==> src/rtl/lfsr_uart_tx_if.sv <==
// Byte handshake between the LFSR core (master) and the UART serializer (slave).
interface lfsr_uart_tx_if;
  logic [7:0] in_data;
  logic       in_valid;
  logic       in_ready;

  modport master (output in_data, output in_valid, input in_ready);
  modport slave  (input in_data, input in_valid, output in_ready);
endinterface

==> src/rtl/lfsr_uart_tx.sv <==
// 8N1 UART transmitter fed by a valid/ready byte handshake; streams LFSR words
// out on a single serial pin, LSB first.
module lfsr_uart_tx #(
  parameter int unsigned CLKS_PER_BIT = 8
) (
  input  logic            clk,
  input  logic            rst_n,
  lfsr_uart_tx_if.slave   up,
  output logic            tx,
  output logic            busy,
  output logic            frame_done
);

  localparam logic [7:0] BaudLast = 8'(CLKS_PER_BIT - 1);

  typedef enum logic [1:0] {StIdle, StStart, StData, StStop} state_e;

  state_e     state_q, state_d;
  logic [7:0] shift_q, shift_d;
  logic [7:0] baud_q, baud_d;
  logic [2:0] bit_idx_q, bit_idx_d;
  logic       tx_q, tx_d;
  logic       frame_done_q, frame_done_d;
  logic       bit_end;

  assign bit_end     = (baud_q == BaudLast);
  assign up.in_ready = (state_q == StIdle);
  assign busy        = (state_q != StIdle);
  assign tx          = tx_q;
  assign frame_done  = frame_done_q;

  always_comb begin
    state_d   = state_q;
    shift_d   = shift_q;
    baud_d    = baud_q;
    bit_idx_d = bit_idx_q;

    unique case (state_q)
      StIdle: begin
        if (up.in_valid) begin
          shift_d = up.in_data;
          baud_d  = 8'd0;
          state_d = StStart;
        end
      end
      StStart: begin
        if (bit_end) begin
          baud_d    = 8'd0;
          bit_idx_d = 3'd0;
          state_d   = StData;
        end else begin
          baud_d = baud_q + 8'd1;
        end
      end
      StData: begin
        if (bit_end) begin
          baud_d  = 8'd0;
          shift_d = {1'b0, shift_q[7:1]};
          if (bit_idx_q == 3'd7) begin
            state_d = StStop;
          end else begin
            bit_idx_d = bit_idx_q + 3'd1;
          end
        end else begin
          baud_d = baud_q + 8'd1;
        end
      end
      StStop: begin
        if (bit_end) begin
          baud_d  = 8'd0;
          state_d = StIdle;
        end else begin
          baud_d = baud_q + 8'd1;
        end
      end
      default: state_d = StIdle;
    endcase
  end

  // tx and frame_done are registered from the next state so they line up with it.
  always_comb begin
    tx_d = 1'b1;
    unique case (state_d)
      StStart: tx_d = 1'b0;
      StData:  tx_d = shift_d[0];
      default: tx_d = 1'b1;
    endcase
    frame_done_d = (state_d == StStop) && (baud_d == BaudLast);
  end

  always_ff @(posedge clk or negedge rst_n) begin
    if (!rst_n) begin
      state_q      <= StIdle;
      shift_q      <= 8'd0;
      baud_q       <= 8'd0;
      bit_idx_q    <= 3'd0;
      tx_q         <= 1'b1;
      frame_done_q <= 1'b0;
    end else begin
      state_q      <= state_d;
      shift_q      <= shift_d;
      baud_q       <= baud_d;
      bit_idx_q    <= bit_idx_d;
      tx_q         <= tx_d;
      frame_done_q <= frame_done_d;
    end
  end

endmodule
==> src/flat_wrapper.sv <==
// flat-port wrapper written by rule: the top's interface ports become plain ports
module lfsr_uart_tx_flat 
#(
  parameter int unsigned CLKS_PER_BIT = 8
)
  (clk, rst_n, tx, busy, frame_done, up_in_data, up_in_valid, up_in_ready);
  lfsr_uart_tx_if up_i ();
  input  logic clk;
  input  logic rst_n;
  output logic tx;
  output logic busy;
  output logic frame_done;
  input wire logic [$bits(up_i.in_data)-1:0] up_in_data;
  input wire logic [$bits(up_i.in_valid)-1:0] up_in_valid;
  output wire logic [$bits(up_i.in_ready)-1:0] up_in_ready;
  assign up_i.in_data = up_in_data;
  assign up_i.in_valid = up_in_valid;
  assign up_in_ready = up_i.in_ready;
  lfsr_uart_tx #(.CLKS_PER_BIT(CLKS_PER_BIT)) u_core (.clk(clk), .rst_n(rst_n), .up(up_i), .tx(tx), .busy(busy), .frame_done(frame_done));
endmodule
==> config.mk <==
export PLATFORM = sky130hd
export DESIGN_NAME = lfsr_uart_tx_flat
export DESIGN_NICKNAME = d
export VERILOG_FILES = /design/src/rtl/lfsr_uart_tx_if.sv /design/src/rtl/lfsr_uart_tx.sv /design/src/flat_wrapper.sv
export SDC_FILE = /design/constraint.sdc
export NUM_CORES = 1
export LEC_CHECK = 0
export CAP_MARGIN = 20
export CORE_ASPECT_RATIO = 1.1
export CORE_MARGIN = 3
export CORE_UTILIZATION = 25
export CTS_CLUSTER_DIAMETER = 200
export DETAILED_ROUTE_END_ITERATION = 8
export PLACE_DENSITY = 0.41
export RECOVER_POWER = 25
export SETUP_SLACK_MARGIN = 0.1
export SLEW_MARGIN = 10
export SYNTH_ARGS = -nofsm -noshare
export SYNTH_HDL_FRONTEND = slang
export SYNTH_SLANG_ARGS = --single-unit
export TNS_END_PERCENT = 50
==> constraint.sdc <==
create_clock -name clk -period 3.1 [get_ports clk]
set_clock_uncertainty 0.15 [all_clocks]
set_input_delay 0.62 -clock clk [delete_from_list [all_inputs] [get_ports clk]]
set_output_delay 0.62 -clock clk [all_outputs]
set_load 0.01 [all_outputs]
Word-level counts from Yosys, hierarchy flattened
Index checks and enable logic that the tools add are counted.
{"block": "op_classes", "bitwise_logic": 0, "order_cmp": 0, "reduce_logical": 8, "addsub": 2, "eq_ne": 13, "div": 0, "mux": 17, "shifts": 0, "multipliers": 0}
{"cell": "$mux W8", "n": 4}
{"cell": "$pmux W8 S2", "n": 2}
{"cell": "$eq A8 B3 Y1 const B", "n": 2}
{"cell": "$mux W2", "n": 5}
{"cell": "$mux W3", "n": 3}
{"cell": "$add A8 B1 Y8 const B", "n": 1}
{"cell": "$eq A2 B2 Y1 const B", "n": 4}
{"cell": "$pmux W2 S4", "n": 1}
{"cell": "$pmux W3 S2", "n": 1}
{"cell": "$reduce_bool A2 Y1", "n": 3}
{"cell": "$eq A2 B1 Y1 const B", "n": 2}
{"cell": "$ne A2 B1 Y1 const B", "n": 2}
{"cell": "$ne A2 B2 Y1 const B", "n": 2}
{"cell": "$reduce_and A4 Y1", "n": 1}
{"cell": "$add A3 B1 Y3 const B", "n": 1}
{"cell": "$eq A3 B3 Y1 const B", "n": 1}
{"cell": "$reduce_and A3 Y1", "n": 1}
{"cell": "$reduce_or A3 Y1", "n": 1}
{"cell": "$logic_not A2 Y1", "n": 1}
{"cell": "$pmux W1 S2", "n": 1}
{"cell": "$logic_and A1 B1 Y1", "n": 1}
{"block": "word_totals", "input_bits": 11, "word_cells": 47, "mem_count": 0, "latchBits": 0, "mem_bits_ro": 0, "ramBits": 0, "output_inout_bits": 4, "ff_bits": 23}

Logic depth before layout (Yosys ltp)
{"block": "logic_depth", "ltp_word": 6, "depth_mapped": 8, "depth_no_buf": 6}

Worst setup path after synthesis
Ideal clock, no wire load.
{"block": "synth_timing", "path_kind": "register to register", "startpoint": "reg u_core.baud_q[0]", "endpoint": "reg u_core.tx_q (netlist: u_core.tx)", "slack_ps": 1173, "setup_ps": 82, "path_buffers": 1, "path_stages_with_launch": 8, "synth_period_minus_slack_ps": 1927, "t_arrival_ps": 1695, "required_time_ps": 2868, "path_cell_list": "dfrtp_1 > ha_1 > and3b_1 > and4_1 > buf_6 > mux2i_1 > nand2_1 > a211o_1"}
{"block": "synth_between", "elab_chain_cells": 5, "word_cells_on_any_way": 10, "classes_between": "3 x eq/ne; 7 x mux"}
{"item": "from (decl)", "line": "lfsr_uart_tx.sv:20", "rtl": "logic [7:0] baud_q, baud_d;"}
{"item": "from (signal assigned)", "line": "lfsr_uart_tx.sv:102", "rtl": "baud_q <= baud_d;"}
{"item": "$eq A8 B3 Y1 (*)", "line": "lfsr_uart_tx.sv:26", "rtl": "assign bit_end = (baud_q == BaudLast);"}
{"item": "$mux W2, on equally long branches", "line": "lfsr_uart_tx.sv:69, lfsr_uart_tx.sv:47, lfsr_uart_tx.sv:56"}
{"item": "$pmux W2 S4", "line": "lfsr_uart_tx.sv:38", "rtl": "unique case (state_q)"}
{"item": "$eq A2 B2 Y1 or $eq A2 B1 Y1 (tied branches)", "line": "lfsr_uart_tx.sv:83", "rtl": "unique case (state_d)"}
{"item": "$pmux W1 S2 (*)", "line": "lfsr_uart_tx.sv:83"}
{"item": "named net u_core.tx_d", "line": "lfsr_uart_tx.sv:22", "rtl": "logic tx_q, tx_d;"}
{"item": "to (signal assigned)", "line": "lfsr_uart_tx.sv:104", "rtl": "tx_q <= tx_d;"}
{"item": "to (decl)", "line": "lfsr_uart_tx.sv:22"}
The timed path passes the listed nets; every way through them passes the cells marked *. The select of a mux whose other input is x is not followed.
A chain may end at the register's enable or synchronous reset.

Worst setup path after layout
{"block": "layout_timing", "startpoint": "reg u_core.state_q[1]", "endpoint": "out up_in_ready"}
{"block": "layout_between", "elab_chain_cells": 1}
{"item": "from (decl)", "line": "lfsr_uart_tx.sv:18", "rtl": "state_e state_q, state_d;"}
{"item": "from (signal assigned)", "line": "lfsr_uart_tx.sv:93", "rtl": "state_q <= StIdle;"}
{"item": "from (signal assigned)", "line": "lfsr_uart_tx.sv:100", "rtl": "state_q <= state_d;"}
{"item": "$logic_not A2 Y1", "line": "lfsr_uart_tx.sv:27", "rtl": "assign up.in_ready = (state_q == StIdle);"}
{"item": "to (decl)", "line": "flat_wrapper.sv:15", "rtl": "output wire logic [$bits(up_i.in_ready)-1:0] up_in_ready;"}
Every way passes these cells.

==> metrics.cfg <==
[drt]
drt-total-wl_mm=2.79
viasPerCell=4.95
wire_per_inst_um=14.2
drc_errors=0
ant_nets=0
vias=971
firstDrtPassIters=4
drt_iter0_drc=31

[clock_network]
cts_tree=built
cts.path.max_buffers=2
cts-buffers-inserted=3
htree_levels=1
cts.sink_count=23
cts-root-buf=clkbuf_8
worst_skew_pair.late_latency_ps=260
cts_resized=0
hold_buffers=0
clk_pin_slew_worst_paths_ps=80
cts_setup_buffers=0

[final_layout]
fin_util=0.312
multiInputGateArea_um2=614
drive_gt1_frac=0.107
num_antenna_cells=0
area_growth_pct=18.4
nets=155
stdcell_count=196
fillers=478
regArea_um2=577

[sta]
worst_slew_pin_slew_ps=728
setup_viol_count_final=0
maxSlewHeadroom=0.514
slew_viol_final=0
tns_ps=0
fin_crit_ps=2760
max_freq_ghz=0.363
rsz0062_at_grt=false
finalHoldViolCount=0
layout_worst_path_cycle_share=0.889

[setup_path]
cp.required_ps=2330
critical_path_arrival_ps=1990
r2r_setup_slack_ps=900
crit_type=reg2out
setup.worst_path.end_class=primary output
critPathLaunchType=register
crit_fanout=15

[yosys]
yosysMostFrequentCell=nand2_1
yosysWarningCount=0
syn_area_mm2=0.00124
synth.net_count=140
synthArstFlopShare=1.00
avgSynthCellArea_um2=9.88
synth_flop_cell=dfrtp_1
yosys.area.top_type_share=0.442
ys_seq_area_frac=0.463
yosys-top-cells-count=nand2_1, dfrtp_1, o21ai_0
yosys.area.top_type=dfrtp_1
synth_edf_count=0
ys_seq_elements=23
netlist_instances=126
synth.area.top_cells=dfrtp_1, nand2_1, a32oi_1, o21ai_0, ha_1
synthDistinctLibCells=39

[grt]
busiest_layer=met2
grt_overflow=0
grt_pass1_wl_mm=4.78
use_met2=0.187
track_usage=0.106
antenna_found_initial=0
grt_use_met3=0.0189
use_met1=0.126
grt_pass1_vias=1006
grt_max_degree=16

[floorplan]
start_util=0.264
core_area_mm2=0.00472
ios=15
std_cell_rows=26
die_area_mm2=0.00586
dieHeight_um=80.0
die_width_um=73.3

[run_status]
outcome=finished, final reports clean

[worst_hold_path]
holdCritPathClass=reg2reg

[pwr]
power_density_mw_per_mm2=802
leakagePower_nw=0.642
ir_worst_vdd_mv=0.260

[placement]
portBuffers=14
placedCellCount=192
hpwl_mm=2.15
gp_congestion=0.748

[run]
maxCapViolations=0

## routing by layer
metal	vias up	routed length [um]
met2	21	1390
met1	454	1240
met5	-	0
met3	5	115
li1	491	-
met4	0	46
## stage by stage
stage / hold slack [ps] / instance area [um2] / power, W / setup slack (ps)
detailed placement: 318 / 1430 / 0.00101 / 647
finish: 335 / 1470 / 0.00118 / 343
global placement: 318 / 1430 / 0.00101 / 697
floorplan: 174 / 1240 / 0.000869 / 1170
global route: 368 / 1470 / 0.00129 / 207
CTS: 338 / 1480 / 0.00120 / 338
## path summary, 6_finish.rpt
path                                   start                   to  cells past startpoint
max                        u_core.state_q[1]          up_in_ready                      3
min                        u_core.shift_q[3]    u_core.shift_q[3]                      2
max reg2reg                 u_core.baud_q[0]            u_core.tx                      6
min reg2reg                u_core.shift_q[3]    u_core.shift_q[3]                      2
max in group asynchronous              rst_n     u_core.baud_q[6]                      2
min in group asynchronous              rst_n  u_core.bit_idx_q[0]                      1
## logic make-up after synthesis
family / count (synthesis) / share of synthesized area
buffers and inverters: 9 / 0.0432
flip-flops: 23 / 0.463
AND/OR/NAND/NOR: 54 / 0.233
XOR/XNOR: 3 / 0.0211
adder cells (fa/ha/maj): 3 / 0.0302
multiplexers: 3 / 0.0241
AO/OA/AOI/OAI: 31 / 0.185
## flip-flops by register name, summed over array words and instances, names as in the netlist
name,cells
u_core.baud_q,8
u_core.frame_done,1
u_core.bit_idx_q,3
u_core.tx,1
u_core.state_q,2
u_core.shift_q,8
## where the power goes
group / leakage [nW] / internal (W) / total, W / switching [W]
Combinational: 0.336 / 0.000205 / 0.000410 / 0.000205
Clock: 0.0228 / 0.0000918 / 0.000187 / 0.0000949
Sequential: 0.283 / 0.000427 / 0.000587 / 0.000160
Total: 0.642 / 0.000723 / 0.00118 / 0.000459
## layout by cell type (no fill, tap or decap), types with 2 or more instances in the layout
master	instances
mux2i_1	3
nand2b_1	2
clkbuf_8	3
dfrtp_1	22
ha_1	3
nand4_1	2
a32o_1	2
a21oi_1	4
nand2_1	25
nor2_1	5
and4_1	2
a22o_1	3
nand3_1	5
o21ai_0	10
nor3_1	2
buf_4	2
clkbuf_1	2
xnor2_1	2
clkdlybuf4s50_1	13
a32oi_1	7
## worst max-delay path, cell delays in order, from the launching register on
cell	delay [ps]
dfrtp_1	600
or2_1	320
clkinv_2	250
clkdlybuf4s50_1	540
## final cells by class
type	instances	share of cell area
Timing Repair Buffer	17	0.108
Multi-Input combinational cell	94	0.417
Tap cell	56	0.0475
Sequential cell	23	0.391
Inverter	2	0.00594
Clock buffer	4	0.0306
Note: power is estimated with default switching activity, not from simulation.
